===== config.mk =====
export PLATFORM = sky130hd
export DESIGN_NAME = seg7_scan_driver
export DESIGN_NICKNAME = d
export VERILOG_FILES = /design/src/rtl/seg7_pkg.sv /design/src/rtl/seg7_decode.sv /design/src/rtl/seg7_scan_driver.sv
export SDC_FILE = /design/constraint.sdc
export NUM_CORES = 1
export LEC_CHECK = 0
export ABC_AREA = 1
export CORE_MARGIN = 5
export CORE_UTILIZATION = 60
export CTS_CLUSTER_DIAMETER = 150
export DETAILED_ROUTE_END_ITERATION = 6
export PLACE_DENSITY = 0.93
export SYNTH_ARGS = -nofsm -noshare
export SYNTH_HDL_FRONTEND = slang
export SYNTH_SLANG_ARGS = --single-unit

===== constraint.sdc =====
create_clock -name clk_100MHz -period 3.2 [get_ports clk_100MHz]
set_input_delay 0.32 -clock clk_100MHz [delete_from_list [all_inputs] [get_ports clk_100MHz]]
set_output_delay 0.32 -clock clk_100MHz [all_outputs]
set_load 0.005 [all_outputs]

===== src/rtl/seg7_pkg.sv =====
`default_nettype none
// -----------------------------------------------------------------------------
// seg7_pkg : active-low segment/anode constants and digit index type.  Rev 1.0
// -----------------------------------------------------------------------------
package seg7_pkg;

  typedef enum logic [1:0] {
    DIG0 = 2'd0,
    DIG1 = 2'd1,
    DIG2 = 2'd2,
    DIG3 = 2'd3
  } digit_e;

  // Bit order is {g,f,e,d,c,b,a}; a 0 lights the segment.
  localparam logic [6:0] SEG_0   = 7'b1000000;
  localparam logic [6:0] SEG_1   = 7'b1111001;
  localparam logic [6:0] SEG_2   = 7'b0100100;
  localparam logic [6:0] SEG_3   = 7'b0110000;
  localparam logic [6:0] SEG_4   = 7'b0011001;
  localparam logic [6:0] SEG_5   = 7'b0010010;
  localparam logic [6:0] SEG_6   = 7'b0000010;
  localparam logic [6:0] SEG_7   = 7'b1111000;
  localparam logic [6:0] SEG_8   = 7'b0000000;
  localparam logic [6:0] SEG_9   = 7'b0010000;
  localparam logic [6:0] SEG_A   = 7'b0001000;
  localparam logic [6:0] SEG_B   = 7'b0000011;
  localparam logic [6:0] SEG_C   = 7'b1000110;
  localparam logic [6:0] SEG_D   = 7'b0100001;
  localparam logic [6:0] SEG_E   = 7'b0000110;
  localparam logic [6:0] SEG_F   = 7'b0001110;
  localparam logic [6:0] SEG_OFF = 7'b1111111;
  localparam logic [3:0] AN_OFF  = 4'b1111;

  function automatic logic [3:0] an_sel(input logic [1:0] idx);
    return ~(4'b0001 << idx);
  endfunction

endpackage
`default_nettype wire


===== src/rtl/seg7_decode.sv =====
`default_nettype none
// -----------------------------------------------------------------------------
// seg7_decode : 4-bit value to active-low seven-segment pattern (0-9, A-F). Rev 1.0
// -----------------------------------------------------------------------------
module seg7_decode
  import seg7_pkg::*;
(
  input  logic [3:0] val_i,
  output logic [6:0] seg_o
);

  always_comb begin
    seg_o = SEG_OFF;
    case (val_i)
      4'h0: seg_o = SEG_0;
      4'h1: seg_o = SEG_1;
      4'h2: seg_o = SEG_2;
      4'h3: seg_o = SEG_3;
      4'h4: seg_o = SEG_4;
      4'h5: seg_o = SEG_5;
      4'h6: seg_o = SEG_6;
      4'h7: seg_o = SEG_7;
      4'h8: seg_o = SEG_8;
      4'h9: seg_o = SEG_9;
      4'hA: seg_o = SEG_A;
      4'hB: seg_o = SEG_B;
      4'hC: seg_o = SEG_C;
      4'hD: seg_o = SEG_D;
      4'hE: seg_o = SEG_E;
      default: seg_o = SEG_F;
    endcase
  end

endmodule
`default_nettype wire


===== src/rtl/seg7_scan_driver.sv =====
`default_nettype none
// -----------------------------------------------------------------------------
// seg7_scan_driver : 4-digit common-anode multiplexer with per-frame snapshot. Rev 1.0
// -----------------------------------------------------------------------------
module seg7_scan_driver
  import seg7_pkg::*;
#(
  parameter int REFRESH_DIV  = 100000,
  parameter int BLANK_CYCLES = 1000,
  parameter int LZ_BLANK     = 1
) (
  input  logic       clk_100MHz,
  input  logic       reset,
  input  logic [3:0] ones,
  input  logic [3:0] tens,
  input  logic [3:0] hundreds,
  input  logic [3:0] thousands,
  input  logic [3:0] dp_en,
  output logic [3:0] an,
  output logic [6:0] seg,
  output logic       dp,
  output logic       frame_start
);

  localparam int              CNT_W     = (REFRESH_DIV > 1) ? $clog2(REFRESH_DIV) : 1;
  localparam logic [CNT_W-1:0] CNT_MAX   = CNT_W'(REFRESH_DIV - 1);
  localparam logic [CNT_W-1:0] BLANK_END = CNT_W'(BLANK_CYCLES);

  if (REFRESH_DIV < 2) begin : g_bad_refresh_div
    $error("seg7_scan_driver: REFRESH_DIV must be >= 2");
  end
  if (BLANK_CYCLES >= REFRESH_DIV) begin : g_bad_blank_cycles
    $error("seg7_scan_driver: BLANK_CYCLES must be < REFRESH_DIV");
  end

  logic [CNT_W-1:0] cnt_q, cnt_d;
  digit_e           idx_q, idx_d;
  logic [3:0][3:0]  snap_q, snap_d;
  logic [3:0]       snap_dp_q, snap_dp_d;
  logic [3:0]       an_d;
  logic [6:0]       seg_d;
  logic             dp_d, frame_start_d;
  logic [6:0]       dec_seg;
  logic [3:0]       lz_blank;

  seg7_decode u_decode (
    .val_i (snap_q[idx_q]),
    .seg_o (dec_seg)
  );

  // A digit is suppressed when it and every more-significant digit are zero.
  always_comb begin
    lz_blank    = 4'b0000;
    lz_blank[3] = (LZ_BLANK != 0) && (snap_q[3] == 4'd0);
    lz_blank[2] = lz_blank[3] && (snap_q[2] == 4'd0);
    lz_blank[1] = lz_blank[2] && (snap_q[1] == 4'd0);
  end

  always_comb begin
    cnt_d         = cnt_q + CNT_W'(1);
    idx_d         = idx_q;
    snap_d        = snap_q;
    snap_dp_d     = snap_dp_q;
    frame_start_d = 1'b0;
    an_d          = AN_OFF;
    seg_d         = SEG_OFF;
    dp_d          = 1'b1;

    if (cnt_q == CNT_MAX) begin
      cnt_d = '0;
      idx_d = digit_e'(idx_q + 2'd1);
      if (idx_q == DIG3) begin
        snap_d        = {thousands, hundreds, tens, ones};
        snap_dp_d     = dp_en;
        frame_start_d = 1'b1;
      end
    end

    if ((cnt_q >= BLANK_END) && !lz_blank[idx_q]) begin
      an_d  = an_sel(idx_q);
      seg_d = dec_seg;
      dp_d  = ~snap_dp_q[idx_q];
    end
  end

  always_ff @(posedge clk_100MHz) begin
    if (!reset) begin
      cnt_q       <= '0;
      idx_q       <= DIG0;
      snap_q      <= '0;
      snap_dp_q   <= '0;
      an          <= AN_OFF;
      seg         <= SEG_OFF;
      dp          <= 1'b1;
      frame_start <= 1'b0;
    end else begin
      cnt_q       <= cnt_d;
      idx_q       <= idx_d;
      snap_q      <= snap_d;
      snap_dp_q   <= snap_dp_d;
      an          <= an_d;
      seg         <= seg_d;
      dp          <= dp_d;
      frame_start <= frame_start_d;
    end
  end

endmodule
`default_nettype wire


== Yosys cells after proc, flatten, opt, wreduce, memory -nomap -nowiden ==
Memories as Yosys holds them, arrays and structs flattened. A register that Yosys moved wholly into a read port is not among the register bits.
Index checks and enable logic that the tools add are counted.

* Add/sub/neg operators: 2
* Order comparisons: 2
* Equality and inequality tests: 2
* Shift-type cells: 1
* Multiplexer cells: 7
* Bitwise logic cells: 3
* Reduce and logical (&&, ||, !) cells: 12

{| class="wikitable"
|+ Operators with widths
! operator !! number
|-
| 17-bit by 1-bit adder with 17-bit output, second input constant || 1
|-
| 17-bit == test, second input constant || 1
|-
| 17-bit by 10-bit greater-or-equal comparator with 1-bit output, second input constant || 1
|-
| 4-bit zero test || 3
|-
| 4-bit binary-select mux with 2-bit select || 1
|-
| 2-bit AND reduction || 3
|-
| 1-bit binary-select mux with 2-bit select || 2
|-
| 4-bit two-way mux || 1
|-
| 4-bit NOT || 1
|-
| 1-bit by 2-bit left shift with 4-bit output, first input constant || 1
|-
| 1-bit logical AND || 3
|-
| 2-bit by 3-bit less-than comparator with 1-bit output, second input constant || 1
|-
| 1-bit two-way mux || 3
|-
| 2-bit by 1-bit adder with 2-bit output, second input constant || 1
|-
| 2-bit == test, second input constant || 1
|-
| 1-bit zero test || 2
|-
| 1-bit NOT || 2
|-
| 2-bit OR reduction || 1
|}

* Flip-flop bits (word level): 45
* Memory bits (read-only): 112
* Output and inout bits: 13
* Word-level logic and storage cells: 40
* Memories: 1

{| class="wikitable"
|+ Memory list
! name !! words !! width !! rd ports !! clocked after Yosys merged registers in !! wr ports !! RTL line !! RTL
|-
| (name not given) || 16 || 7 || 1 || 1 || 0 || seg7_decode.sv:14 || <nowiki>case (val_i)</nowiki>
|}

== Longest topological paths before layout ==
* Depth after elaboration: 9
* Mapped depth: 12

== Cells and area by module ==
Synthesis repeated with hierarchy kept, for this count alone.

* Cell total of the unflattened synthesis: 431
* Area, all modules: 2914.0 µm²

{| class="wikitable"
|+ Modules (own cells, without submodules)
! module !! times used !! cells each !! area an instance (µm²)
|-
| seg7_scan_driver || 1 || 382 || 2640.0
|-
| seg7_decode || 1 || 49 || 274.0
|}

== Worst setup path before layout ==
Ideal clock, no wire load.

* Path kind: register -> register
* Start point: register idx_q[1]
* End point: register seg[5]
* Library setup time: 0.058 ns
* Arrival: 1.532 ns
* Required time: 3.142 ns
* Slack: 1.610 ns
* Stages on the path, launching flop included: 11
* Buffers on the path: 1
* Cell sequence: dfxtp_1 -> buf_4 -> clkinv_1 -> nand3_1 -> nand2_1 -> inv_1 -> ha_1 -> inv_1 -> o21ai_0 -> nand2_1 -> nand2_1

* Longest elaborated chain between the ends: 6
* Elaborated cells between the ends (all ways): 8
* Those cells by class: mux (4); reduce/logical (4)

{| class="wikitable"
|+ RTL lines
! element !! RTL line !! RTL
|-
| start: declaration || seg7_scan_driver.sv:37 || <nowiki>digit_e idx_q, idx_d;</nowiki>
|-
| start signal: assignment || seg7_scan_driver.sv:98 || <nowiki>idx_q <= idx_d;</nowiki>
|-
| 1-bit binary-select mux with 2-bit select || seg7_scan_driver.sv:79 || <nowiki>if ((cnt_q >= BLANK_END) && !lz_blank[idx_q]) begin</nowiki>
|-
| 1-bit two-way mux (not written as such) || seg7_scan_driver.sv:79 ||
|-
| 1-bit zero test || seg7_scan_driver.sv:79 ||
|-
| 1-bit logical AND || seg7_scan_driver.sv:79 ||
|-
| 2-bit AND reduction (no line) || -- ||
|-
| 1-bit zero test (no line) || -- ||
|-
| end: declaration || seg7_scan_driver.sv:20 || <nowiki>output logic [6:0] seg,</nowiki>
|}

Several ways; a longest one is shown, not always the timed one. The select of a mux whose other input is x is not followed.
A chain may end at the register's enable or synchronous reset.

== Worst setup path in the final report ==
* Start point: register idx_q[0]
* End point: register snap_q[11] (netlist bit)

* Longest elaborated chain between the ends: 2

{| class="wikitable"
|+ RTL lines
! element !! RTL line !! RTL
|-
| 2-bit == test || seg7_scan_driver.sv:72 || <nowiki>if (idx_q == DIG3) begin</nowiki>
|-
| 2-bit AND reduction (no line) || -- ||
|-
| end signal: assignment || seg7_scan_driver.sv:99 || <nowiki>snap_q <= snap_d;</nowiki>
|-
| end: declaration || seg7_scan_driver.sv:38 || <nowiki>logic [3:0][3:0] snap_q, snap_d;</nowiki>
|}

No other way between the ends.

==> impl_metrics.tcl <==
set metrics [dict create \
    place_area_sq_um 3330 \
    drive_above_1_share 0.0661 \
    critPathMaxStageDelay_ps 720 \
    synthArstFlopShare 0 \
    drt_first_pass_iters 6 \
    rows 25 \
    clkPwrFrac 0.390 \
    die_h_microns 80.4 \
    final.fill_count 385 \
    htree_levels 2 \
    fp.coreArea_sq_um 4750 \
    pwr_density_cell_nw_per_um2 339 \
    portBuffers 34 \
    tns_ps 0 \
    grt_max_degree 24 \
    hold_viol_final 0 \
    cap_violations 0 \
    syn_nets 489 \
    synth_cell_type_count 28 \
    rsz0062_at_grt "no" \
    grt_pass1_wl_microns 11300 \
    fp.dieW_microns 80.4 \
    drt_iter0_markers 186 \
    cts_tree "yes" \
    setup_viol 0 \
    syn-cell-area_sq_um 2980 \
    internal-power_uw 914 \
    reg2regPathDepth 6 \
    clkTransAtPathRegs_ps 100 \
    synthFlopType "dfxtp_1" \
    synth_top_area_frac 0.350 \
    worst_pin_slew_ps 853 \
    die_area_sq_um 6470 \
    grt_usage 0.221 \
    antenna_found_initial 0 \
    syn-instance-count 455 \
    power_switching_share 0.215 \
    yosys_warnings 0 \
    endpoint "snap_q[11]$_SDFFE_PN0P_" \
    rr_startpoint "idx_q[0]$_SDFFE_PN0P_" \
    grt-busiest-layer "met2" \
    hold_class "reg2reg" \
    outcome "complete, no violations" \
    cts_buffers 5 \
    insertion_delay_ps 310 \
    grt_pass1_vias 2655 \
    ys_seq_elements 52 \
    cts_hold_buf 0 \
    combPwrFrac 0.049 \
    peakVddDrop_mv 0.289 \
    io_pins 35 \
    crit_fanout 23 \
    seqPwrFrac 0.561 \
    crit_family "simple AND/OR/NAND/NOR gates" \
    grt_use_met2 0.373 \
    synth_edf_count 0 \
    start_util 0.626 \
    wirelength_microns 6540 \
    rrSetupSlack_ps 920 \
    p_leak_uw 0.00152 \
    cp.buffers_inverters 2 \
    final_util 0.723 \
    critPathKind "reg2reg" \
    r2r-end "snap_q[11]$_SDFFE_PN0P_" \
    crit_path_top_delay_cell "nand4_1" \
    yosys-top-cells-area "dfxtp_1, nand2_1, inv_1" \
    drt-wirelength-per-cell_microns 11.9 \
    ctsResizeCount 0 \
    grtUsageMet1 0.268 \
    cp_num_cells 6 \
    required_ps 3450 \
    fin_nets 517 \
    final_design_area_no_fill_sq_um 3440 \
    diodes 0 \
    cts.sinks 52 \
    vias 2865 \
    max_freq_ghz 0.438 \
    ant_nets 0 \
    area_growth_pct 15.6 \
    ys_seq_area_frac 0.350 \
    grt-ovfl-total 0 \
    hpwl_microns 4700 \
    cts_buffer_depth 2 \
    synth_area_per_cell_sq_um 6.54 \
    crit_arrival_ps 2530 \
    fin_crit_ps 2280 \
    grt_util_met3 0.0471 \
    gp_congestion 0.922 \
    yosysTopAreaCell "dfxtp_1" \
    start_kind "flip-flop" \
    fin_worst_skew_ps 6.28 \
    cts_root_buf "clkbuf_8" \
    cp_cell_sequence "ha_1, buf_4, nand4_1, nand2_1, inv_1, nor2_1" \
    drc_errors 0 \
    drv_slew 0 \
    via_per_inst 5.20 \
    endpoint_kind "flip-flop" \
    cts_setup_buffers 0 \
    period_share 0.714 \
    slew_headroom 0.429 \
    startpoint "idx_q[0]$_SDFFE_PN0P_" \
    power.switching_uw 250 \
]
==> registers in the layout (all words and copies together), names as in the netlist <==
name	cells
an	4
seg	7
dp	1
cnt_q	17
snap_q	16
snap_dp_q	4
idx_q	2
frame_start	1
==> cell usage after synthesis (4+ instances only) <==
cell        n
a21oi_1     8
xor2_1      7
dfxtp_1    52
nor2_2     12
nand3_1    28
o21ai_0    13
clkbuf_1    6
nor3_1      6
nand4_1    26
nand2_1   131
buf_4       4
inv_1      89
buf_2       4
ha_1       12
nor2_1     40
==> power by group through the flow <==
| stage | registers (uW) | logic, uW | clock network, uW |
|---|---|---|---|
| 4_1_cts | 653 | 58.1 | 461 |
| 6_report | 653 | 57.4 | 454 |
| 2_1_floorplan | 668 | 27.6 | 0 |
| 5_1_grt | 654 | 63.6 | 487 |
| 3_3_place_gp | 668 | 56.1 | 0 |
| 3_5_place_dp | 668 | 57.5 | 0 |
==> worst min-delay path by stage <==
stage / cells after the start / slack, ps / start / end
final: 1 / 490 / cnt_q[0]$_SDFF_PP0_ / cnt_q[0]$_SDFF_PP0_
after CTS: 1 / 490 / cnt_q[0]$_SDFF_PP0_ / cnt_q[0]$_SDFF_PP0_
after global routing: 1 / 510 / cnt_q[0]$_SDFF_PP0_ / cnt_q[0]$_SDFF_PP0_
after detailed placement: 1 / 470 / cnt_q[0]$_SDFF_PP0_ / cnt_q[0]$_SDFF_PP0_
after floorplan: 1 / 440 / cnt_q[0]$_SDFF_PP0_ / cnt_q[0]$_SDFF_PP0_
after global placement: 1 / 450 / cnt_q[0]$_SDFF_PP0_ / cnt_q[0]$_SDFF_PP0_
==> cells by family (layout without fill, tap and decap cells) <==
group | count (synthesis) | after routing | share of synthesized area
adder cells (fa/ha/maj) | 12 | 12 | 0.0505
AND/OR/NAND/NOR | 253 | 253 | 0.391
flip-flops | 52 | 52 | 0.350
XOR/XNOR | 7 | 7 | 0.0206
buffers and inverters | 107 | 136 | 0.145
AO/OA/AOI/OAI | 24 | 24 | 0.0425
==> worst reg2reg max path: cells and delay by family, from the launching register on <==
kind	cells	cell delay, ps
AND/OR/NAND/NOR	3	1110
flip-flops	1	590
buffers and inverters	2	320
adder cells (fa/ha/maj)	1	220
==> through the flow <==
stage	hold WS [ps]	power [uW]	std cells	setup WS [ps]
6_report	486	1160	551	917
5_1_grt	512	1200	551	639
3_3_place_gp	453	724	543	1060
3_5_place_dp	466	726	543	954
2_1_floorplan	439	695	455	1610
4_1_cts	489	1170	551	942
==> cells in the final DEF, fill, tap and decap left out <==
master / Yosys / layout
a21oi_1: 8 / 8
and2b_1: 1 / 1
buf_4: 4 / 3
bufinv_16: 0 / 1
clkbuf_1: 6 / 1
clkbuf_8: 0 / 5
clkdlybuf4s50_1: 0 / 34
clkinv_1: 2 / 2
clkinv_2: 0 / 1
dfxtp_1: 52 / 52
ha_1: 12 / 12
inv_1: 89 / 89
nand2_1: 131 / 131
nand2_2: 2 / 2
nand2_4: 2 / 2
nand3_1: 28 / 28
nand3_2: 1 / 1
nand3_4: 1 / 1
nand4_1: 26 / 26
nor2_1: 40 / 40
nor2_2: 12 / 12
nor2_4: 1 / 1
nor3_1: 6 / 6
nor3_4: 2 / 2
o211ai_1: 1 / 1
o21ai_0: 13 / 13
o21ai_1: 1 / 1
o21ai_2: 1 / 1
xor2_1: 7 / 7
==> layer usage <==
| metal | share of wire | routed length [microns] | vias to the layer above |
|---|---|---|---|
| met5 | 0 | 0 | - |
| met3 | 0.068 | 443 | 12 |
| met1 | 0.42 | 2720 | 1310 |
| met2 | 0.49 | 3230 | 103 |
| li1 | - | - | 1440 |
| met4 | 0.022 | 141 | 0 |
==> final cells by class <==
cell class	count	area (sq um)	share of cell area
inverters	91	342	0.0993
flip-flops and latches	52	1040	0.303
clock inverters	2	35.0	0.0102
multi-input cells	296	1500	0.437
well taps	67	83.8	0.0244
repair buffers	37	363	0.106
clock buffers	6	72.6	0.0211
No activity file was read; power rests on OpenSTA's default activity.
